==> config.mk <==
export PLATFORM = sky130hd
export DESIGN_NAME = alu_mdu
export DESIGN_NICKNAME = d
export VERILOG_FILES = /design/src/rtl/alu_pkg.sv /design/src/rtl/mdu_iter.sv /design/src/rtl/alu_mdu.sv
export SDC_FILE = /design/constraint.sdc
export NUM_CORES = 1
export LEC_CHECK = 0
export ABC_AREA = 1
export ABC_CLOCK_PERIOD_IN_PS = 3000
export CAP_MARGIN = 20
export CORE_ASPECT_RATIO = 0.9
export CORE_UTILIZATION = 40
export DETAILED_ROUTE_END_ITERATION = 7
export PLACE_DENSITY = 0.66
export SETUP_SLACK_MARGIN = 0.5
export SYNTH_ARGS = -nofsm -noshare
export SYNTH_HDL_FRONTEND = slang
export SYNTH_SLANG_ARGS = --single-unit
==> constraint.sdc <==
create_clock -name clk -period 3 [get_ports clk]
set_clock_uncertainty 0.15 [all_clocks]
set_input_delay 0.9 -clock clk [delete_from_list [all_inputs] [get_ports clk]]
set_output_delay 0.9 -clock clk [all_outputs]
set_load 0.005 [all_outputs]
==> src/rtl/alu_pkg.sv <==
// Shared constants for the alu_mdu execute unit: operation codes, FSM states and op-class helpers.
package alu_pkg;

  localparam int ALU_WIDTH = 32;

  localparam logic [3:0] OP_AND   = 4'b0000;
  localparam logic [3:0] OP_OR    = 4'b0001;
  localparam logic [3:0] OP_ADD   = 4'b0010;
  localparam logic [3:0] OP_XOR   = 4'b0011;
  localparam logic [3:0] OP_SLTU  = 4'b0100;
  localparam logic [3:0] OP_SLL   = 4'b0101;
  localparam logic [3:0] OP_SUB   = 4'b0110;
  localparam logic [3:0] OP_SLT   = 4'b0111;
  localparam logic [3:0] OP_SRL   = 4'b1000;
  localparam logic [3:0] OP_SRA   = 4'b1001;
  localparam logic [3:0] OP_MULTU = 4'b1010;
  localparam logic [3:0] OP_MULT  = 4'b1011;
  localparam logic [3:0] OP_NOR   = 4'b1100;
  localparam logic [3:0] OP_DIVU  = 4'b1101;
  localparam logic [3:0] OP_DIV   = 4'b1110;
  localparam logic [3:0] OP_RSVD  = 4'b1111;

  typedef enum logic [1:0] {
    IDLE = 2'b00,
    EXEC = 2'b01,
    BUSY = 2'b10,
    DONE = 2'b11
  } state_t;

  function automatic logic is_mul_op(input logic [3:0] op);
    return (op == OP_MULTU) || (op == OP_MULT);
  endfunction

  function automatic logic is_div_op(input logic [3:0] op);
    return (op == OP_DIVU) || (op == OP_DIV);
  endfunction

  function automatic logic is_signed_op(input logic [3:0] op);
    return (op == OP_MULT) || (op == OP_DIV);
  endfunction

endpackage

==> src/rtl/mdu_iter.sv <==
// mdu_iter: one-bit-per-cycle shift-add multiplier and restoring divider working on operand magnitudes.
// The divider datapath exists only when ALU_MDU_DIV_EN is defined; otherwise divide starts are ignored.
module mdu_iter
  import alu_pkg::*;
#(
  parameter int WIDTH = ALU_WIDTH
) (
  input  logic             clk,
  input  logic             rst_n,
  input  logic             start,
  input  logic             is_div,
  input  logic             is_signed,
  input  logic [WIDTH-1:0] a,
  input  logic [WIDTH-1:0] b,
  output logic             busy,
  output logic             done,
  output logic [WIDTH-1:0] lo,
  output logic [WIDTH-1:0] hi
);

  localparam int CNT_W = $clog2(WIDTH) + 1;
  localparam logic [CNT_W-1:0] CNT_INIT = CNT_W'(WIDTH);
  localparam logic [CNT_W-1:0] CNT_ZERO = {CNT_W{1'b0}};
  localparam logic [CNT_W-1:0] CNT_ONE  = {{(CNT_W-1){1'b0}}, 1'b1};
  localparam logic [WIDTH-1:0] ZERO_W   = {WIDTH{1'b0}};

  function automatic logic [WIDTH-1:0] mag(input logic [WIDTH-1:0] v, input logic sgn);
    return (sgn & v[WIDTH-1]) ? -v : v;
  endfunction

  logic               busy_r;
  logic [CNT_W-1:0]   cnt_r;
  logic [WIDTH-1:0]   lo_r;
  logic [WIDTH-1:0]   hi_r;
  logic [WIDTH-1:0]   opnd_r;
  logic               neg_lo_r;
  logic               start_ok_s;
  logic [WIDTH:0]     mul_sum_s;
  logic [2*WIDTH-1:0] prod_s;
`ifdef ALU_MDU_DIV_EN
  logic               div_r;
  logic               neg_hi_r;
  logic [WIDTH:0]     shl_s;
  logic [WIDTH:0]     trial_s;
`endif

  // Per-iteration arithmetic: add-and-shift for multiply, trial subtract for divide.
  always_comb begin
`ifdef ALU_MDU_DIV_EN
    start_ok_s = start;
    shl_s      = {hi_r, lo_r[WIDTH-1]};
    trial_s    = shl_s - {1'b0, opnd_r};
`else
    start_ok_s = start & ~is_div;
`endif
    mul_sum_s = {1'b0, hi_r} + (lo_r[0] ? {1'b0, opnd_r} : {(WIDTH+1){1'b0}});
  end

  // Sign fix-up applied combinationally while the result is presented.
  always_comb begin
    if (neg_lo_r) begin
      prod_s = -{hi_r, lo_r};
    end else begin
      prod_s = {hi_r, lo_r};
    end
`ifdef ALU_MDU_DIV_EN
    if (div_r) begin
      lo = neg_lo_r ? -lo_r : lo_r;
      hi = neg_hi_r ? -hi_r : hi_r;
    end else begin
      lo = prod_s[WIDTH-1:0];
      hi = prod_s[2*WIDTH-1:WIDTH];
    end
`else
    lo = prod_s[WIDTH-1:0];
    hi = prod_s[2*WIDTH-1:WIDTH];
`endif
  end

  assign busy = busy_r;
  assign done = busy_r & (cnt_r == CNT_ZERO);

  // Load magnitudes on start, iterate WIDTH times, release once the result has been taken.
  always_ff @(posedge clk) begin
    if (!rst_n) begin
      busy_r   <= 1'b0;
      cnt_r    <= CNT_ZERO;
      lo_r     <= ZERO_W;
      hi_r     <= ZERO_W;
      opnd_r   <= ZERO_W;
      neg_lo_r <= 1'b0;
`ifdef ALU_MDU_DIV_EN
      div_r    <= 1'b0;
      neg_hi_r <= 1'b0;
`endif
    end else if (start_ok_s) begin
      busy_r   <= 1'b1;
      cnt_r    <= CNT_INIT;
      hi_r     <= ZERO_W;
      neg_lo_r <= is_signed & (a[WIDTH-1] ^ b[WIDTH-1]);
`ifdef ALU_MDU_DIV_EN
      div_r    <= is_div;
      neg_hi_r <= is_signed & is_div & a[WIDTH-1];
      opnd_r   <= is_div ? mag(b, is_signed) : mag(a, is_signed);
      lo_r     <= is_div ? mag(a, is_signed) : mag(b, is_signed);
`else
      opnd_r   <= mag(a, is_signed);
      lo_r     <= mag(b, is_signed);
`endif
    end else if (busy_r && (cnt_r != CNT_ZERO)) begin
      cnt_r <= cnt_r - CNT_ONE;
`ifdef ALU_MDU_DIV_EN
      if (div_r) begin
        if (!trial_s[WIDTH]) begin
          hi_r <= trial_s[WIDTH-1:0];
          lo_r <= {lo_r[WIDTH-2:0], 1'b1};
        end else begin
          hi_r <= shl_s[WIDTH-1:0];
          lo_r <= {lo_r[WIDTH-2:0], 1'b0};
        end
      end else begin
        hi_r <= mul_sum_s[WIDTH:1];
        lo_r <= {mul_sum_s[0], lo_r[WIDTH-1:1]};
      end
`else
      hi_r <= mul_sum_s[WIDTH:1];
      lo_r <= {mul_sum_s[0], lo_r[WIDTH-1:1]};
`endif
    end else if (busy_r) begin
      busy_r <= 1'b0;
    end
  end

endmodule

==> src/rtl/alu_mdu.sv <==
// alu_mdu: MIPS32 EX-stage ALU plus iterative multiply/divide behind a valid/ready handshake.
// Build option ALU_MDU_DIV_EN: defined builds the restoring divider; undefined makes DIV/DIVU flag div0 in one cycle.
module alu_mdu
  import alu_pkg::*;
#(
  parameter int WIDTH   = ALU_WIDTH,
  parameter int SHAMT_W = $clog2(WIDTH)
) (
  input  logic             clk,
  input  logic             rst_n,
  input  logic             in_valid,
  output logic             in_ready,
  input  logic [3:0]       op,
  input  logic [WIDTH-1:0] a,
  input  logic [WIDTH-1:0] b,
  output logic             out_valid,
  input  logic             out_ready,
  output logic [WIDTH-1:0] r,
  output logic [WIDTH-1:0] r_hi,
  output logic             zero,
  output logic             ovf,
  output logic             div0
);

  localparam logic [WIDTH-1:0] ZERO_W = {WIDTH{1'b0}};
  localparam logic [WIDTH-1:0] ONES_W = {WIDTH{1'b1}};

  state_t             state_r;
  logic               in_ready_r;
  logic               out_valid_r;
  logic               zero_r;
  logic               ovf_r;
  logic               div0_r;
  logic [WIDTH-1:0]   r_r;
  logic [WIDTH-1:0]   r_hi_r;
  logic [3:0]         op_r;
  logic [WIDTH-1:0]   a_r;
  logic [WIDTH-1:0]   b_r;

  logic               accept_s;
  logic               iter_op_s;
  logic               mdu_start_s;
  logic               mdu_busy_s;
  logic               mdu_done_s;
  logic [WIDTH-1:0]   mdu_lo_s;
  logic [WIDTH-1:0]   mdu_hi_s;
  logic [WIDTH-1:0]   sum_s;
  logic [WIDTH-1:0]   diff_s;
  logic [WIDTH-1:0]   res_s;
  logic [WIDTH-1:0]   res_hi_s;
  logic [SHAMT_W-1:0] shamt_s;
  logic               ovf_s;
  logic               div0_s;
  logic               flags_en_s;
  logic               zero_s;

  // Accept decode: a divide by zero never enters the iterative unit.
  always_comb begin
    accept_s = in_valid & in_ready_r & ~mdu_busy_s;
`ifdef ALU_MDU_DIV_EN
    iter_op_s = is_mul_op(op) | (is_div_op(op) & (b != ZERO_W));
`else
    iter_op_s = is_mul_op(op);
`endif
    mdu_start_s = accept_s & iter_op_s;
  end

  mdu_iter #(
    .WIDTH(WIDTH)
  ) u_mdu (
    .clk      (clk),
    .rst_n    (rst_n),
    .start    (mdu_start_s),
    .is_div   (is_div_op(op)),
    .is_signed(is_signed_op(op)),
    .a        (a),
    .b        (b),
    .busy     (mdu_busy_s),
    .done     (mdu_done_s),
    .lo       (mdu_lo_s),
    .hi       (mdu_hi_s)
  );

  // Single-cycle ALU on the operands captured at accept.
  always_comb begin
    sum_s      = a_r + b_r;
    diff_s     = a_r - b_r;
    shamt_s    = b_r[SHAMT_W-1:0];
    res_s      = ZERO_W;
    res_hi_s   = ZERO_W;
    ovf_s      = 1'b0;
    div0_s     = 1'b0;
    flags_en_s = 1'b1;
    case (op_r)
      OP_AND:  res_s = a_r & b_r;
      OP_OR:   res_s = a_r | b_r;
      OP_XOR:  res_s = a_r ^ b_r;
      OP_NOR:  res_s = ~(a_r | b_r);
      OP_ADD: begin
        res_s = sum_s;
        ovf_s = (a_r[WIDTH-1] == b_r[WIDTH-1]) & (sum_s[WIDTH-1] != a_r[WIDTH-1]);
      end
      OP_SUB: begin
        res_s = diff_s;
        ovf_s = (a_r[WIDTH-1] != b_r[WIDTH-1]) & (diff_s[WIDTH-1] != a_r[WIDTH-1]);
      end
      OP_SLTU: res_s = {{(WIDTH-1){1'b0}}, (a_r < b_r)};
      OP_SLT:  res_s = {{(WIDTH-1){1'b0}}, ($signed(a_r) < $signed(b_r))};
      OP_SLL:  res_s = a_r << shamt_s;
      OP_SRL:  res_s = a_r >> shamt_s;
      OP_SRA:  res_s = $unsigned($signed(a_r) >>> shamt_s);
      OP_DIVU, OP_DIV: begin
        // Only divide-by-zero (or a build without the divider) reaches this path.
        div0_s = 1'b1;
`ifdef ALU_MDU_DIV_EN
        res_s    = ONES_W;
        res_hi_s = a_r;
`endif
      end
      default: flags_en_s = 1'b0;
    endcase
    zero_s = flags_en_s & (res_s == ZERO_W);
  end

  // Handshake FSM with registered result and flags.
  always_ff @(posedge clk) begin
    if (!rst_n) begin
      state_r     <= IDLE;
      in_ready_r  <= 1'b0;
      out_valid_r <= 1'b0;
      r_r         <= ZERO_W;
      r_hi_r      <= ZERO_W;
      zero_r      <= 1'b0;
      ovf_r       <= 1'b0;
      div0_r      <= 1'b0;
      op_r        <= 4'b0000;
      a_r         <= ZERO_W;
      b_r         <= ZERO_W;
    end else begin
      case (state_r)
        IDLE: begin
          if (accept_s) begin
            op_r       <= op;
            a_r        <= a;
            b_r        <= b;
            in_ready_r <= 1'b0;
            state_r    <= iter_op_s ? BUSY : EXEC;
          end else begin
            in_ready_r <= 1'b1;
          end
        end
        EXEC: begin
          r_r         <= res_s;
          r_hi_r      <= res_hi_s;
          zero_r      <= zero_s;
          ovf_r       <= ovf_s;
          div0_r      <= div0_s;
          out_valid_r <= 1'b1;
          state_r     <= DONE;
        end
        BUSY: begin
          if (mdu_done_s) begin
            r_r         <= mdu_lo_s;
            r_hi_r      <= mdu_hi_s;
            zero_r      <= (mdu_lo_s == ZERO_W);
            ovf_r       <= 1'b0;
            div0_r      <= 1'b0;
            out_valid_r <= 1'b1;
            state_r     <= DONE;
          end else begin
            state_r <= BUSY;
          end
        end
        DONE: begin
          if (out_ready) begin
            out_valid_r <= 1'b0;
            r_r         <= ZERO_W;
            r_hi_r      <= ZERO_W;
            zero_r      <= 1'b0;
            ovf_r       <= 1'b0;
            div0_r      <= 1'b0;
            in_ready_r  <= 1'b1;
            state_r     <= IDLE;
          end else begin
            state_r <= DONE;
          end
        end
        default: begin
          state_r    <= IDLE;
          in_ready_r <= 1'b0;
        end
      endcase
    end
  end

  assign in_ready  = in_ready_r;
  assign out_valid = out_valid_r;
  assign r         = r_r;
  assign r_hi      = r_hi_r;
  assign zero      = zero_r;
  assign ovf       = ovf_r;
  assign div0      = div0_r;

endmodule

==> run metrics <==
core footprint=61500 µm²; clk buf depth=3; Final Non-Filler Cells=5885; status=completed; Synth cell types=60; commonest non-fill, non-tap cell in the layout=nand2_1; RSZ-0062 raised after global routing=yes; Initial DRC Count=4329; Area Growth Syn to Fin=47.7%; I/O pin count=141; final hold vios=0; Initial Utilization=40.6%; critical path cell sequence=inv_4 > ha_4 > fa_2 > nor3_2 > buf_4 > o21bai_4 > nand2_4 > nand2_2 > nand2_1 > nor2_1 > nor2_1 > buf_4 > nand2_4 > nor2_2 > nand2_1 > nor2_1 > nand3_1 > nor2_1 > nand2_1 > a21oi_2; Worst Path Arrival=3.29 ns; minimum clock period=2.91 ns; Remaining Overflow, GRT=0; setup violators final=0; crit path kind=reg -> reg; number of hold buffers added after CTS=0; global-route wire length before repair=190000 µm; Post-Route WL=132000 µm; fin. max-slew vios=0; clk sink count=243; Placement Rows=86; buffer and inverter count on the worst path=3; Worst Hold Path Cells=2; drt first pass iters=6; top cell type's share of synthesized area=19.5%; flop2flop setup slack=0.09 ns; vias in the first global route=29.9k; TritonCTS clock tree=built; Leak=17.8 nW; part of the cycle the worst path needs=96.9%; area of the multi-input gates=20500 µm²; Setup crit end kind=flip-flop; Crit path required time=3.38 ns; CTS H-tree depth=1; CP delay by family, top=simple AND/OR/NAND/NOR gates; Reg area=4920 µm²; element type at the critical path start=flip-flop; Placed Cells=5730; Syn Inst Count=4407; pwr dens=435 nW/µm²; Worst Reg-to-Reg Cells=20; area leader, netlist=dfxtp_1; Hold Path Origin=u_mdu.opnd_r[24]$_SDFFE_PN0P_; TritonCTS Buffers=30; Synth Warn #=0; maxcap violations=0; final net count=5235; Rel. slew slack=24.4%; post-layout util=60.0%; vias per inst=5.70; die area=63500 µm²; Worst-Skew Late Latency=0.60 ns; DR WL/cell=22.5 µm; Root Driver=clkbuf_16; Setup TNS=0 ns; Max VDD drop=694 µV; Routability Congestion=1.07; RR Startpoint=a_r[0]$_SDFFE_PN0P_; Post-route DRC=0; Reg clk slew, reported paths=0.07 ns; share of layout cells above drive strength 1=29.5%; Slew @ Worst Pin=1.12 ns; worst hold path class=reg -> reg; # fillers=6029; Routed Antenna Nets=0; initial antenna violation count=4; Worst Path Max Fanout=4; largest net degree at the start of global routing=77; f_max=344 MHz; post-synth net total=4618; top post-synthesis cells by area=dfxtp_1, nand2_1, nand3_1; critical path's slowest cell=fa_2; Final HPWL DP=105000 µm; Design Power=16.1 mW; Seq/Total Area, Yosys=19.5%; Worst Hold End=u_mdu.opnd_r[24]$_SDFFE_PN0P_; via count=33.5k; Die Ht=239 µm; port buffer count=140; Die Width=266 µm; FF-to-FF End=zero$_SDFFE_PN0P_; most frequent cells in the layout=nand2_1, buf_4, nand3_1; CP dominant cell by count=nor2_1; #FFs+latches synth=243; Worst path max stage delay=0.43 ns; Synth Cell Area=25000 µm²; GRT Total Usage=39.7%; Syn Area/Cell=5.67 µm²
worst max-delay path by stage:
stage                              from                     endpoint  slack, ns  cells past startpoint
floorplan                          b[1]  u_mdu.lo_r[26]$_SDFFE_PN0P_       0.29                     14
global placement                   b[1]  u_mdu.lo_r[26]$_SDFFE_PN0P_      -0.47                     15
detailed placement                 b[1]  u_mdu.lo_r[26]$_SDFFE_PN0P_      -0.51                     15
CTS                                b[0]  u_mdu.lo_r[26]$_SDFFE_PN0P_       0.18                     15
global route        a_r[0]$_SDFFE_PN0P_            zero$_SDFFE_PN0P_      0.005                     19
finish              a_r[0]$_SDFFE_PN0P_            zero$_SDFFE_PN0P_       0.09                     20
kinds of logic (layout without fill, tap and decap cells):
kind of cell | count (synthesis) | count (layout) | share of synthesized area [%]
buffers and inverters | 793 | 1434 | 12.6
and+or+nand+nor | 2375 | 2375 | 41.2
adders and majority gates | 139 | 139 | 7.04
DFF | 243 | 243 | 19.5
other | 0 | 1 | 0
xor gates and xnor gates | 63 | 63 | 2.21
AOI/OAI and AO/OA | 794 | 794 | 17.5
power by group:
group / switching [mW] / internal [mW] / total, mW
Sequential: 0.133 / 3.38 / 3.51
Clock: 1.67 / 2.23 / 3.90
Combinational: 5.33 / 3.34 / 8.67
sequential cells by signal, summed over array words and instances, names as in the netlist, 2 cells and up:
| register | flops |
|---|---|
| a_r | 32 |
| b_r | 32 |
| op_r | 4 |
| r | 32 |
| r_hi | 32 |
| state_r | 2 |
| u_mdu.cnt_r | 6 |
| u_mdu.hi_r | 32 |
| u_mdu.lo_r | 32 |
| u_mdu.opnd_r | 32 |
synthesized netlist by cell type, drive strengths merged:
cell type and instances:
a211oi 5, a21boi 1, a21o 7, a21oi 339, a221oi 3, a22o 1, a22oi 3, a31oi 26
a32o 14, a32oi 4, and2 5, and3 2, buf 95, clkbuf 104, clkinv 3, dfxtp 243
fa 3, ha 136, inv 591, nand2 1134, nand3 614, nand3b 14, nand4 55, nor2 459
nor3 49, nor3b 2, nor4 24, o2111ai 5, o211ai 16, o21a 11, o21ai 295, o21bai 13
o221a 3, o221ai 4, o22ai 40, o311ai 1, o41ai 3, or2 17, xnor2 13, xor2 50
per-stage QoR:
step | cell area (µm²) | hold slack [ns] | setup slack, ns
after floorplan | 25400 | 0.267 | 0.292
after global placement | 31400 | 0.291 | -0.474
after detailed placement | 31400 | 0.294 | -0.513
after CTS | 34700 | 0.308 | 0.178
after global routing | 36900 | 0.331 | 0.00538
final | 36900 | 0.304 | 0.0934
per-layer routing:
layer / share of wire, % / track usage [%] / vias up
met3: 12 / 8.27 / 253
li1: - / - / 15700
met5: 0.0053 / 0 / -
met2: 41 / 57.3 / 1850
met4: 4.1 / 13.9 / 2
met1: 43 / 57.6 / 15700
area by class of cell:
class / instances / area share [%]
multi-input cells: 3371 / 55.6
clock buffers: 38 / 2.25
clock inverters: 18 / 0.522
diodes: 1 / 0.00678
repair buffers: 784 / 19.2
inverters: 594 / 6.25
flip-flops and latches: 243 / 13.3
well taps: 836 / 2.83
worst reg2reg max path: stages, from the launching register on:
cell and delay (ns):
dfxtp_4 0.41, inv_4 0.05, ha_4 0.16, fa_2 0.43
nor3_2 0.19, buf_4 0.15, o21bai_4 0.07, nand2_4 0.12
nand2_2 0.05, nand2_1 0.05, nor2_1 0.04, nor2_1 0.11
buf_4 0.18, nand2_4 0.09, nor2_2 0.08, nand2_1 0.05
nor2_1 0.08, nand3_1 0.07, nor2_1 0.10, nand2_1 0.09
a21oi_2 0.12
what timing repair did:
item	in CTS	in global routing
endpoints found under the setup margin	170	231
gates resized for setup	517	491
gates cloned	3	1
pin swaps	115	175
buffers inserted	32	62
Note: power is estimated with default switching activity, not from simulation.
